### config.mk
export PLATFORM = sky130hd
export DESIGN_NAME = cpu_trace_capture
export DESIGN_NICKNAME = d
export VERILOG_FILES = /design/src/rtl/cpu_trace_capture.sv
export SDC_FILE = /design/constraint.sdc
export NUM_CORES = 1
export LEC_CHECK = 0
export CAP_MARGIN = 20
export CORE_MARGIN = 1.5
export CORE_UTILIZATION = 30
export DETAILED_ROUTE_END_ITERATION = 10
export SYNTH_ARGS = -nofsm -noshare
export SYNTH_HDL_FRONTEND = slang
export SYNTH_SLANG_ARGS = --single-unit
### constraint.sdc
create_clock -name CLK -period 23.4 [get_ports CLK]
set_input_delay 3.51 -clock CLK [delete_from_list [all_inputs] [get_ports CLK]]
set_output_delay 3.51 -clock CLK [all_outputs]
set_load 0.02 [all_outputs]
### src/rtl/cpu_trace_capture.sv
// cpu_trace_capture: buffers CPU commit records in a FIFO and presents them on a ready/valid port.
// Optional macro TRACE_DROP_CNT_EN enables the saturating dropped-record counter behind drop_cnt.
module cpu_trace_capture #(
  parameter int DEPTH       = 8,
  parameter int MAX_COMMITS = 10
) (
  input  logic        CLK,
  input  logic        Reset,
  input  logic        cap_en,
  input  logic        clear,
  input  logic        PCWre,
  input  logic [31:0] PCout,
  input  logic [31:0] instruction,
  input  logic        RegWre,
  input  logic [4:0]  RFSelectorOut,
  input  logic [31:0] writeData,
  output logic        rec_valid,
  input  logic        rec_ready,
  output logic [31:0] rec_pc,
  output logic [31:0] rec_ins,
  output logic        rec_wre,
  output logic [4:0]  rec_rd,
  output logic [31:0] rec_wdata,
  output logic        done,
  output logic        overflow,
  output logic [7:0]  drop_cnt,
  output logic [15:0] commit_cnt
);

  localparam int          AW       = (DEPTH > 1) ? $clog2(DEPTH) : 1;
  localparam int          RW       = 32 + 32 + 1 + 5 + 32;
  localparam logic [AW:0] FULL_CNT = (AW + 1)'(DEPTH);
  localparam bit          LIMITED  = (MAX_COMMITS != 0);
  localparam logic [15:0] LAST_CNT = 16'(MAX_COMMITS - 1);

  typedef enum logic [1:0] {S_IDLE, S_CAPTURE, S_DONE} state_t;

  state_t        state_reg, state_next;
  logic          commit, last_commit;
  logic          push, pop, drop, full, bypass;
  logic [RW-1:0] wr_data, head_reg;
  logic [RW-1:0] mem [DEPTH];
  logic [AW-1:0] wr_ptr_reg, rd_ptr_reg, rd_ptr_next;
  logic [AW:0]   count_reg, count_next;
  logic [15:0]   commit_cnt_reg;
  logic          overflow_reg;

  // FSM: state register
  always_ff @(posedge CLK or negedge Reset) begin
    if (!Reset) state_reg <= S_IDLE;
    else        state_reg <= state_next;
  end

  // FSM: next state; clear overrides everything, including DONE
  always_comb begin
    state_next = state_reg;
    if (clear) begin
      state_next = S_IDLE;
    end else begin
      case (state_reg)
        S_IDLE:    if (cap_en) state_next = S_CAPTURE;
        S_CAPTURE: begin
          if (last_commit)  state_next = S_DONE;
          else if (!cap_en) state_next = S_IDLE;
        end
        S_DONE:    state_next = S_DONE;
        default:   state_next = S_IDLE;
      endcase
    end
  end

  // FSM: outputs
  always_comb begin
    commit      = (state_reg == S_CAPTURE) && PCWre;
    last_commit = commit && LIMITED && (commit_cnt_reg == LAST_CNT);
    done        = (state_reg == S_DONE);
  end

  assign wr_data     = {PCout, instruction, RegWre, RFSelectorOut, writeData};
  assign full        = (count_reg == FULL_CNT);
  assign rec_valid   = (count_reg != '0);
  assign pop         = rec_valid && rec_ready && !clear;
  assign push        = commit && !clear && (!full || pop);
  assign drop        = commit && !clear && full && !pop;
  assign count_next  = count_reg + (AW + 1)'(push) - (AW + 1)'(pop);
  assign rd_ptr_next = rd_ptr_reg + AW'(pop);
  // The new head is the record being written whenever nothing older remains after the pop.
  assign bypass      = push && ((count_reg == '0) || ((count_reg == (AW + 1)'(1)) && pop));

  always_ff @(posedge CLK) begin
    if (push) mem[wr_ptr_reg] <= wr_data;
  end

  always_ff @(posedge CLK or negedge Reset) begin
    if (!Reset) begin
      wr_ptr_reg <= '0;
      rd_ptr_reg <= '0;
      count_reg  <= '0;
    end else if (clear) begin
      wr_ptr_reg <= '0;
      rd_ptr_reg <= '0;
      count_reg  <= '0;
    end else begin
      if (push) wr_ptr_reg <= wr_ptr_reg + AW'(1);
      rd_ptr_reg <= rd_ptr_next;
      count_reg  <= count_next;
    end
  end

  // Registered head: reloaded from the next read address so rec_* never changes while stalled.
  always_ff @(posedge CLK or negedge Reset) begin
    if (!Reset) begin
      head_reg <= '0;
    end else if (!clear && (count_next != '0)) begin
      head_reg <= bypass ? wr_data : mem[rd_ptr_next];
    end
  end

  assign {rec_pc, rec_ins, rec_wre, rec_rd, rec_wdata} = head_reg;

  always_ff @(posedge CLK or negedge Reset) begin
    if (!Reset) begin
      commit_cnt_reg <= '0;
      overflow_reg   <= 1'b0;
    end else if (clear) begin
      commit_cnt_reg <= '0;
      overflow_reg   <= 1'b0;
    end else begin
      if (commit && (commit_cnt_reg != 16'hFFFF)) commit_cnt_reg <= commit_cnt_reg + 16'd1;
      if (drop) overflow_reg <= 1'b1;
    end
  end

  assign commit_cnt = commit_cnt_reg;
  assign overflow   = overflow_reg;

`ifdef TRACE_DROP_CNT_EN
  logic [7:0] drop_cnt_reg;

  always_ff @(posedge CLK or negedge Reset) begin
    if (!Reset)                              drop_cnt_reg <= '0;
    else if (clear)                          drop_cnt_reg <= '0;
    else if (drop && (drop_cnt_reg != 8'hFF)) drop_cnt_reg <= drop_cnt_reg + 8'd1;
  end

  assign drop_cnt = drop_cnt_reg;
`else
  assign drop_cnt = 8'h00;
`endif

endmodule

==> results of run 1 <==
-- path summary, 6_finish.rpt --
kind,start,end,slack [ps]
max in group asynchronous,Reset,head_reg[64],19280
min reg2reg,overflow,overflow,500
max reg2reg,count_reg[2],head_reg[83],18720
min in group asynchronous,Reset,commit_cnt[2],2800
min,overflow,overflow,500
max,clear,head_reg[83],15710
-- cells in the final DEF, fill, tap and decap left out, types with 103 or more instances in the layout --
master	count
nand3_1	111
edfxtp_1	816
mux2i_1	409
nand2_1	112
a31oi_1	103
clkbuf_16	105
dfrtp_1	131
nor2_1	128
clkdlybuf4s50_1	227
a22oi_1	204
-- layer usage --
| layer | global-route usage (%) | part of all wire (%) |
|---|---|---|
| met2 | 23.64 | 47 |
| met4 | 3.521 | 1.8 |
| met3 | 3.085 | 5.7 |
| met1 | 20.22 | 46 |
| met5 | 0 | 0.12 |
-- cell type report --
class	instances	area share, %
Timing Repair Buffer	265	5.920
Clock inverter	67	1.453
Inverter	14	0.1180
Clock buffer	126	6.212
Sequential cell	947	62.39
Antenna cell	1	0.005619
Tap cell	1625	4.566
Multi-Input combinational cell	1175	19.34
-- logic make-up after synthesis --
kind of cell,Yosys count,synth area share (%)
other,1,0.01013
AOI/OAI and AO/OA,323,6.201
and+or+nand+nor,409,4.897
xor gates and xnor gates,14,0.3312
buffers and inverters,161,2.038
DFF,947,75.04
muxes,409,11.06
adders and majority gates,12,0.4258
-- through the flow --
stage / power (mW) / cells / instance area, um2 / setup slack (ps)
2_1_floorplan: 2.745 / 2283 / 37050 / 11510
3_3_place_gp: 3.149 / 4024 / 41080 / 15140
3_5_place_dp: 3.159 / 4025 / 41100 / 15060
4_1_cts: 4.785 / 4218 / 44510 / 15800
5_1_grt: 4.932 / 4220 / 44530 / 15470
6_report: 4.735 / 4220 / 44530 / 15710
-- power groups by stage --
stage	registers (mW)	logic, mW	clock network, mW
after CTS	2.02	1.11	1.66
final	2.02	1.10	1.62
after floorplan	2.13	0.616	0
after detailed placement	2.05	1.11	0
after global placement	2.05	1.10	0
after global routing	2.03	1.18	1.72
-- worst max-delay path, stage by stage --
cell and delay [ps]:
clkdlybuf4s50_1 460, buf_4 320, inv_1 200, and3_1 240, ha_4 780, buf_12 610, buf_4 970, mux2i_1 170
a22oi_1 250, nand3_1 110, a31oi_1 200
==> metrics.md, run 1 <==
| Metric | Value |
|---|---|
| CP endpoint kind | `flip-flop` |
| Multi-input combinational cell area | `8612 um2` |
| Max-cap violation count | `0` |
| Synth Instances | `2276` |
| Hold Path Class | `flip-flop to flip-flop` |
| Number of flip-flops in the largest register | `816` |
| Share of layout cells above drive strength 1 | `8.674%` |
| Initial antenna violation count | `10` |
| Seq cells post-synth | `947` |
| Total congestion overflow | `0` |
| Clock skew | `32.93 ps` |
| Worst reg-to-reg path cell count | `11` |
| Top cells by area, synth | `edfxtp_1 (66%), mux2i_1 (11%), dfrtp_1 (8.9%)` |
| Crit-path max FO | `136` |
| Port bufs | `228` |
| Commonest cells post-synth | `edfxtp_1 (816), mux2i_1 (409), a22oi_1 (204)` |
| Synthesized area per cell | `16.27 um2` |
| Dominant cell type by area after synthesis | `edfxtp_1` |
| Total die area | `125500 um2` |
| Clk buf depth | `3` |
| Pleak | `14.55 nW` |
| Clk root buf | `clkbuf_16` |
| Die height | `354.3 um` |
| Minimum clock period | `7693 ps` |
| Most frequent cell after synthesis | `edfxtp_1` |
| Fin. max-slew vios | `0` |
| Slew @ Worst Pin | `1283 ps` |
| CTS Sinks | `947` |
| Routed via count | `20.61k` |
| Seq pwr share | `42.6%` |
| Sequential Area | `27780 um2` |
| Crit path kind | `primary input to flip-flop` |
| H-tree Lvls | `3` |
| Hold Crit Depth | `2` |
| Clk pwr share | `34.2%` |
| RSZ-0062 raised after global routing | `false` |
| Pwr Density | `106.3 nW/um2` |
| Initial core utilization | `30.34%` |
| DRT iter0 DRCs | `1512` |
| Final worst-path cycle share | `32.88%` |
| Post-synth EDFFs | `816` |
| Clk slew on worst S/H paths | `60 ps` |
| Layout Utilization | `36.49%` |
| Share of the synthesized area in the top cell type | `66.18%` |
| Die width | `354.3 um` |
| Num rows | `128` |
| Async SR Flop Fraction | `13.83%` |
| Fmax | `0.1300 GHz` |
| I/O Pins | `237` |
| CP Data Required Time | `23990 ps` |
| CTS tree | `built` |
| Setup Fix Bufs, Post-CTS | `0` |
| CTS buffer count | `102` |
| WL per Instance | `22.12 um` |
| DPL Wire Length | `46130 um` |
| Outcome | `finished, final reports clean` |
| Comb power frac | `23.2%` |
| GPL Wtd Cong | `0.7119` |
| Mapped cell area | `37020 um2` |
| Final TNS setup | `0 ps` |
| Net switching power | `1.367 mW` |
| Syn-to-layout area delta | `20.28%` |
| Fin nets | `2625` |
| Via-per-instance ratio | `4.883` |
| Fin. Hold Viols | `0` |
| Overall routing resource usage | `14.67%` |
| Relative slew slack | `14.43%` |
| Clock latency on the worst-skew pair | `680 ps` |
| Final setup fails | `0` |
| 1st-pass router iterations | `5` |
| ANT nets after route | `0` |
| WHS | `503.8 ps` |
| Residual DRC count | `0` |
| Arrival time at the worst endpoint | `8280 ps` |
| Worst VDD drop | `0.08674 mV` |
| CTS resizes | `0` |
| Core area | `122000 um2` |
| Worst Setup Start Kind | `primary input` |
| First-pass GRT wire length | `137800 um` |
| Switching Share | `28.88%` |
| Vias in the first global route | `20.67k` |
| Yosys cell types | `43` |
| Filler cells | `11.45k` |
| Synthesis Warnings | `0` |
| # hold bufs at CTS | `0` |
| Top FF cell, synth | `edfxtp_1` |
| Largest net degree at the start of global routing | `137` |
| WL final | `93350 um` |
| Register area share after synthesis | `75.04%` |
| Internal power | `3.367 mW` |
Note: power is estimated with default switching activity, not from simulation.
==> inputs of run 2 (changes only) <==
- clock period: 23.4 -> 7.9 ns (I/O delays scaled with it)
==> run 2 against run 1 <==
  * Final area about the same
  * Sequential power grew to 3.0 times the previous value
  * Sequential share of layout area barely moved
  * Worst hold slack improved by 9.4 ps
  * Non-clock buffer count fell by 3
  * Via count is 0.43% lower
  * Wire length is 2.1% lower
  * First-iteration DRC count increased by 2.6%
  * Flip-flop and latch count stayed put
  * Critical path depth rose by 2
  * Clock power grew to 2.9 times the previous value
  * Largest power group unchanged
==> metrics.md, run 2 (synthesized netlist as in run 1, its figures left out) <==
| Metric | Value |
|---|---|
| WHS | `513.3 ps (+9.408 ps)` |
| Relative slew slack | `25.53% (+11 points)` |
| Slowest stage cell on the critical path | `o31a_2` |
| Worst Setup Start Kind | `primary input` |
| WL per Instance | `21.68 um (-2.0%)` |
| Overall routing resource usage | `14.32% (-0.34 points)` |
| GPL Wtd Cong | `0.7310 (+2.7%)` |
| Crit path kind | `primary input to flip-flop` |
| CTS buffer count | `101 (-0.98%)` |
| CP Data Required Time | `8490 ps (-15500 ps)` |
| Pwr Density | `311.6 nW/um2 (+190%)` |
| I/O Pins | `237 (unchanged)` |
| Fin. max-slew vios | `0 (unchanged)` |
| Core area | `122000 um2 (unchanged)` |
| 1st-pass router iterations | `7 (+2)` |
| FF-to-FF setup slack | `4060 ps (-14660 ps)` |
| Largest net degree at the start of global routing | `109 (-20%)` |
| DRT iter0 DRCs | `1551 (+2.6%)` |
| Arrival time at the worst endpoint | `5010 ps (-3270 ps)` |
| Clk root buf | `clkbuf_16` |
| Fmax | `0.2264 GHz` |
| Final TNS setup | `0 ps (unchanged)` |
| Clock skew | `32.22 ps (-0.7083 ps)` |
| Total die area | `125500 um2 (unchanged)` |
| Clk slew on worst S/H paths | `60 ps (about the same)` |
| Num rows | `128 (unchanged)` |
| Fin. Hold Viols | `0 (unchanged)` |
| Port bufs | `228 (unchanged)` |
| Fin nets | `2621 (-0.15%)` |
| Die width | `354.3 um (unchanged)` |
| Placement Setup Slack | `2800 ps (-12260 ps)` |
| Crit-path max FO | `108 (-21%)` |
| CTS Sinks | `947 (unchanged)` |
| ANT nets after route | `0 (unchanged)` |
| Final worst-path cycle share | `55.92%` |
| Initial core utilization | `30.34% (unchanged)` |
| CP bufs+invs | `3 (-2)` |
| Initial antenna violation count | `12 (+2)` |
| CP endpoint kind | `flip-flop` |
| Via-per-instance ratio | `4.867 (-0.34%)` |
| RSZ-0062 raised after global routing | `false` |
| Worst-path cell chain | `clkdlybuf4s50_1, buf_4, nor3b_2, o41ai_4, nor2_1, ha_1, fa_1, nor2_1, nand2_1, o31a_2, buf_12, nor2_1, a31oi_1` |
| Share of layout cells above drive strength 1 | `7.648% (-1.0 points)` |
| WL final | `91390 um (-2.1%)` |
| Most frequent cells in the layout | `edfxtp_1 (816), mux2i_1 (409), clkdlybuf4s50_1 (227), a22oi_1 (204), dfrtp_1 (131)` |
| Outcome | `finished, final reports clean` |
| Leading cell type in the layout, fill and taps excluded | `edfxtp_1` |
| Vias in the first global route | `20.17k (-2.4%)` |
| Pleak | `14.49 nW (-0.42%)` |
| Routed via count | `20.52k (-0.43%)` |
| DPL Wire Length | `43820 um (-5.0%)` |
| Number of flip-flops in the largest register | `816 (unchanged)` |
| Clock latency on the worst-skew pair | `680 ps (about the same)` |
| Max-cap violation count | `0 (unchanged)` |
| Final setup margin | `3482 ps (-12220 ps)` |
| Worst VDD drop | `0.2694 mV (+210%)` |
| Layout Utilization | `36.51% (about the same)` |
| H-tree Lvls | `3 (unchanged)` |
| Residual DRC count | `0 (unchanged)` |
| Syn-to-layout area delta | `20.36% (about the same)` |
| # hold bufs at CTS | `0 (unchanged)` |
| Most common cell on crit path | `nor2_1` |
| Total congestion overflow | `0 (unchanged)` |
| Minimum clock period | `4418 ps` |
| Slew @ Worst Pin | `1117 ps (-166.4 ps)` |
| Hold Path Class | `flip-flop to flip-flop` |
| Die height | `354.3 um (unchanged)` |
| Largest stage delay, worst path | `540 ps (-430 ps)` |
| Clk buf depth | `3 (unchanged)` |
| CTS resizes | `0 (unchanged)` |
| Setup Fix Bufs, Post-CTS | `0 (unchanged)` |
| CTS tree | `built` |
| First-pass GRT wire length | `135000 um (-2.0%)` |
| Family with the most delay on the worst path | `buffers and inverters` |
| Final setup fails | `0 (unchanged)` |
-- run 2: final timing paths --
path | from | to | depth (start not counted)
max | clear | head_reg[93] | 13
max reg2reg | count_reg[2] | head_reg[93] | 13
min | overflow | overflow | 2
min in group asynchronous | Reset | commit_cnt[6] | 1
min reg2reg | overflow | overflow | 2
max in group asynchronous | Reset | head_reg[78] | 3
-- run 2: layer usage --
metal	global-route usage (%)	vias up	part of all wire (%)
met3	3.198	124	6.1
met2	22.35	547	46
li1	-	9304	-
met5	0	-	0.15
met4	3.632	20	1.7
met1	20.19	10520	46
-- run 2: worst min-delay path, delay by kind of cell, from the launching register on --
kind	cells	cell delay, ps
AO/OA/AOI/OAI	1	50
flip-flops	1	360
AND/OR/NAND/NOR	1	70
-- run 2: final cells by class --
cell class / count / area, um2
Inverter: 14 / 52.55
Sequential cell: 947 / 27780
Clock buffer: 144 / 2780
Tap cell: 1625 / 2033
Timing Repair Buffer: 262 / 2789
Clock inverter: 47 / 494.2
Antenna cell: 2 / 5.005
Multi-Input combinational cell: 1175 / 8625
Fill cell: 11470 / 77480
-- run 2: where the power goes --
part           switching, mW  internal (mW)  total, mW
Clock                   1.98           2.67       4.64
Combinational           1.84           1.42       3.26
Sequential             0.238           5.74       5.98
-- run 2: through the flow --
stage | power [mW] | instances | instance area, um2
global placement | 9.347 | 4022 | 41260
floorplan | 8.128 | 2283 | 37060
finish | 13.88 | 4216 | 44560
global route | 14.48 | 4216 | 44560
CTS | 14.04 | 4213 | 44540
detailed placement | 9.375 | 4022 | 41260
==> inputs of run 3 (changes only) <==
- clock period: 7.9 -> 4 ns (I/O delays scaled with it)
==> run 3 against run 2 <==
  * Clock power is 100% higher
  * Non-clock buffer count up 31
  * Worst hold slack worse by 31 ps
  * Critical path depth rose by 1
  * Combinational power grew 100%
  * Total power rose by 99%
  * Register-to-register slack worse by 3500 ps
  * Setup slack got worse by 3000 ps
  * Critical path type is now flip-flop to flip-flop
  * Largest cell class unchanged
==> metrics.md, run 3 (synthesized netlist as in run 1, its figures left out) <==
| Metric | Value |
|---|---|
| Non-Filler Instances | `4245 (+0.69%)` |
| CTS resizes | `0 (unchanged)` |
| Worst-path cell chain | `inv_1, ha_1, nand3_1, and3_1, ha_1, inv_1, ha_1, fa_1, xnor2_1, nand2_1, o31a_2, buf_4, nor2_1, a31oi_1` |
| DPL Wire Length | `47950 um (+9.4%)` |
| Final TNS setup | `0 ps (unchanged)` |
| Share of layout cells above drive strength 1 | `8.931% (+1.3 points)` |
| First-pass GRT wire length | `132900 um (-1.5%)` |
| Port bufs | `228 (unchanged)` |
| Net switching power | `7.987 mW (+97%)` |
| Pleak | `14.76 nW (+1.9%)` |
| Worst VDD drop | `0.4685 mV (+74%)` |
| Clk buf depth | `3 (unchanged)` |
| Final setup fails | `0 (unchanged)` |
| GR met1 Demand/Resource | `19.16% (-1.0 points)` |
| Max-cap violation count | `0 (unchanged)` |
| Busiest layer in global routing | `met2` |
| Minimum clock period | `3472 ps` |
| Leading cell type in the layout, fill and taps excluded | `edfxtp_1` |
| Diodes inserted | `0 (-2)` |
| Global routing usage on met3 | `3.028% (-0.17 points)` |
| Setup Fix Bufs, Post-CTS | `0 (unchanged)` |
| Seq pwr share | `42.5% (-0.6 points)` |
| WL per Instance | `20.95 um (-3.4%)` |
| Initial antenna violation count | `7 (-5)` |
| Family with the most delay on the worst path | `adder cells` |
| Layout Utilization | `37.00% (+0.49 points)` |
| Switching Share | `28.84% (-0.38 points)` |
| Slowest stage cell on the critical path | `fa_1` |
| Post-route cell area | `45160 um2 (+1.3%)` |
| Worst reg-to-reg path cell count | `14 (+1)` |
| Routed via count | `20.48k (-0.19%)` |
| Clk root buf | `clkbuf_16` |
| Met2 Use GR | `22.49% (+0.14 points)` |
| Relative slew slack | `46.82% (+21 points)` |
| Initial core utilization | `30.34% (unchanged)` |
| WL final | `88930 um (-2.7%)` |
| Number of flip-flops in the largest register | `816 (unchanged)` |
| Via-per-instance ratio | `4.824 (-0.88%)` |
| ANT nets after route | `0 (unchanged)` |
| Placement Setup Slack | `146.9 ps (-2653 ps)` |
| Core area | `122000 um2 (unchanged)` |
| Total die area | `125500 um2 (unchanged)` |
| CTS buffer count | `101 (unchanged)` |
| Largest net degree at the start of global routing | `113 (+3.7%)` |
| Outcome | `finished, final reports clean` |
| Reg2reg start | `count_reg[2]` |
| Final setup margin | `528.2 ps (-2954 ps)` |
| GPL Wtd Cong | `0.7127 (-2.5%)` |
| Crit Reg-Reg Endpoint | `head_reg[72]` |
| Design Power | `27.70 mW (+99%)` |
| Num rows | `128 (unchanged)` |
| Placed Area | `41770 um2 (+1.2%)` |
| Residual DRC count | `0 (unchanged)` |
| Final worst-path cycle share | `86.79%` |
| Slew @ Worst Pin | `797.7 ps (-319.4 ps)` |
| Die height | `354.3 um (unchanged)` |
| # hold bufs at CTS | `1 (+1)` |
| Largest stage delay, worst path | `400 ps (-140 ps)` |
| Inst Count DP | `4053 (+0.77%)` |
| Syn-to-layout area delta | `21.97%` |
| Die width | `354.3 um (unchanged)` |
| Clk pwr share | `33.8% (+0.4 points)` |
| Arrival time at the worst endpoint | `3980 ps (-1030 ps)` |
| Most frequent cells in the layout | `edfxtp_1 (816), mux2i_1 (409), clkdlybuf4s50_1 (227), a22oi_1 (204), dfrtp_1 (131)` |
| Most common cell on crit path | `ha_1` |
| H-tree Lvls | `3 (unchanged)` |
| Fin nets | `2652 (+1.2%)` |
| Worst Setup Start Kind | `flip-flop` |
| I/O Pins | `237 (unchanged)` |
| Fin. max-slew vios | `0 (unchanged)` |
| Total congestion overflow | `0 (unchanged)` |
| DRT iter0 DRCs | `1646 (+6.1%)` |
| Overall routing resource usage | `13.97% (-0.36 points)` |
| CP bufs+invs | `3 (unchanged)` |
| CTS Sinks | `947 (unchanged)` |
| RSZ-0062 raised after global routing | `false` |
| Clock skew | `24.49 ps (-7.727 ps)` |
| WHS | `482.5 ps (-30.72 ps)` |
| Fin. Hold Viols | `0 (unchanged)` |
| Vias in the first global route | `20.65k (+2.4%)` |
| CP Data Required Time | `4510 ps (-3980 ps)` |
| 1st-pass router iterations | `6 (-1)` |
| Pwr Density | `613.4 nW/um2 (+97%)` |
| Comb power frac | `23.6% (about the same)` |
| FF-to-FF setup slack | `530 ps (-3530 ps)` |
| Internal power | `19.71 mW (+100%)` |
| Hold Path Class | `primary input to asynchronous set/reset pin` |
| Clk slew on worst S/H paths | `60 ps (about the same)` |
| Crit-path max FO | `66 (-39%)` |
| Crit path kind | `flip-flop to flip-flop` |
| CP endpoint kind | `flip-flop` |
| Fmax | `0.2880 GHz` |
| CTS tree | `built` |
| Clock latency on the worst-skew pair | `680 ps (about the same)` |
-- run 3: cell count changes in the layout (fill, tap and decap cells not counted), sizes merged --
cell,before,now
buf,35,65
clkbuf,144,139
bufinv,6,9
clkinvlp,3,6
diode,2,0
dlygate4sd3,0,1
inv,19,18
-- run 3: worst max path at each step --
stage                        end  slack [ps]  depth (start not counted)          from
floorplan              mem[4][0]        -460                          5         PCWre
global placement    head_reg[79]         180                         13         clear
detailed placement  head_reg[64]         150                         13         clear
CTS                 head_reg[70]         520                         14  count_reg[2]
global route        head_reg[66]         260                         14  count_reg[2]
finish              head_reg[72]         530                         14  count_reg[2]
-- run 3: layout make-up --
class                           instances  area [um2]
Multi-Input combinational cell       1175        8638
Fill cell                           11370       76880
Clock inverter                         52       614.3
Timing Repair Buffer                  293        3274
Clock buffer                          139        2761
Inverter                               14       52.55
Tap cell                             1625        2033
Sequential cell                       947       27780
-- run 3: worst register-to-register path: stages, from the launching register on --
cell and delay [ps]:
dfrtp_1 360, inv_1 100, ha_1 250, nand3_1 140, and3_1 260, ha_1 290
inv_1 40, ha_1 200, fa_1 400, xnor2_1 210, nand2_1 80, o31a_2 330
buf_4 320, nor2_1 270, a31oi_1 60
-- run 3: power by group through the flow --
| stage | clock, mW | combinational [mW] | sequential (mW) |
|---|---|---|---|
| 2_1_floorplan | 0 | 3.61 | 12.4 |
| 3_3_place_gp | 0 | 6.55 | 12.0 |
| 3_5_place_dp | 0 | 6.63 | 12.0 |
| 4_1_cts | 9.60 | 6.63 | 11.8 |
| 5_1_grt | 9.98 | 7.09 | 11.8 |
| 6_report | 9.37 | 6.55 | 11.8 |
-- run 3: per-layer routing --
| metal | up-vias | part of all wire, % |
|---|---|---|
| li1 | 9368 | - |
| met1 | 10450 | 46 |
| met2 | 522 | 47 |
| met3 | 125 | 5.6 |
| met4 | 14 | 1.8 |
| met5 | - | 0.12 |
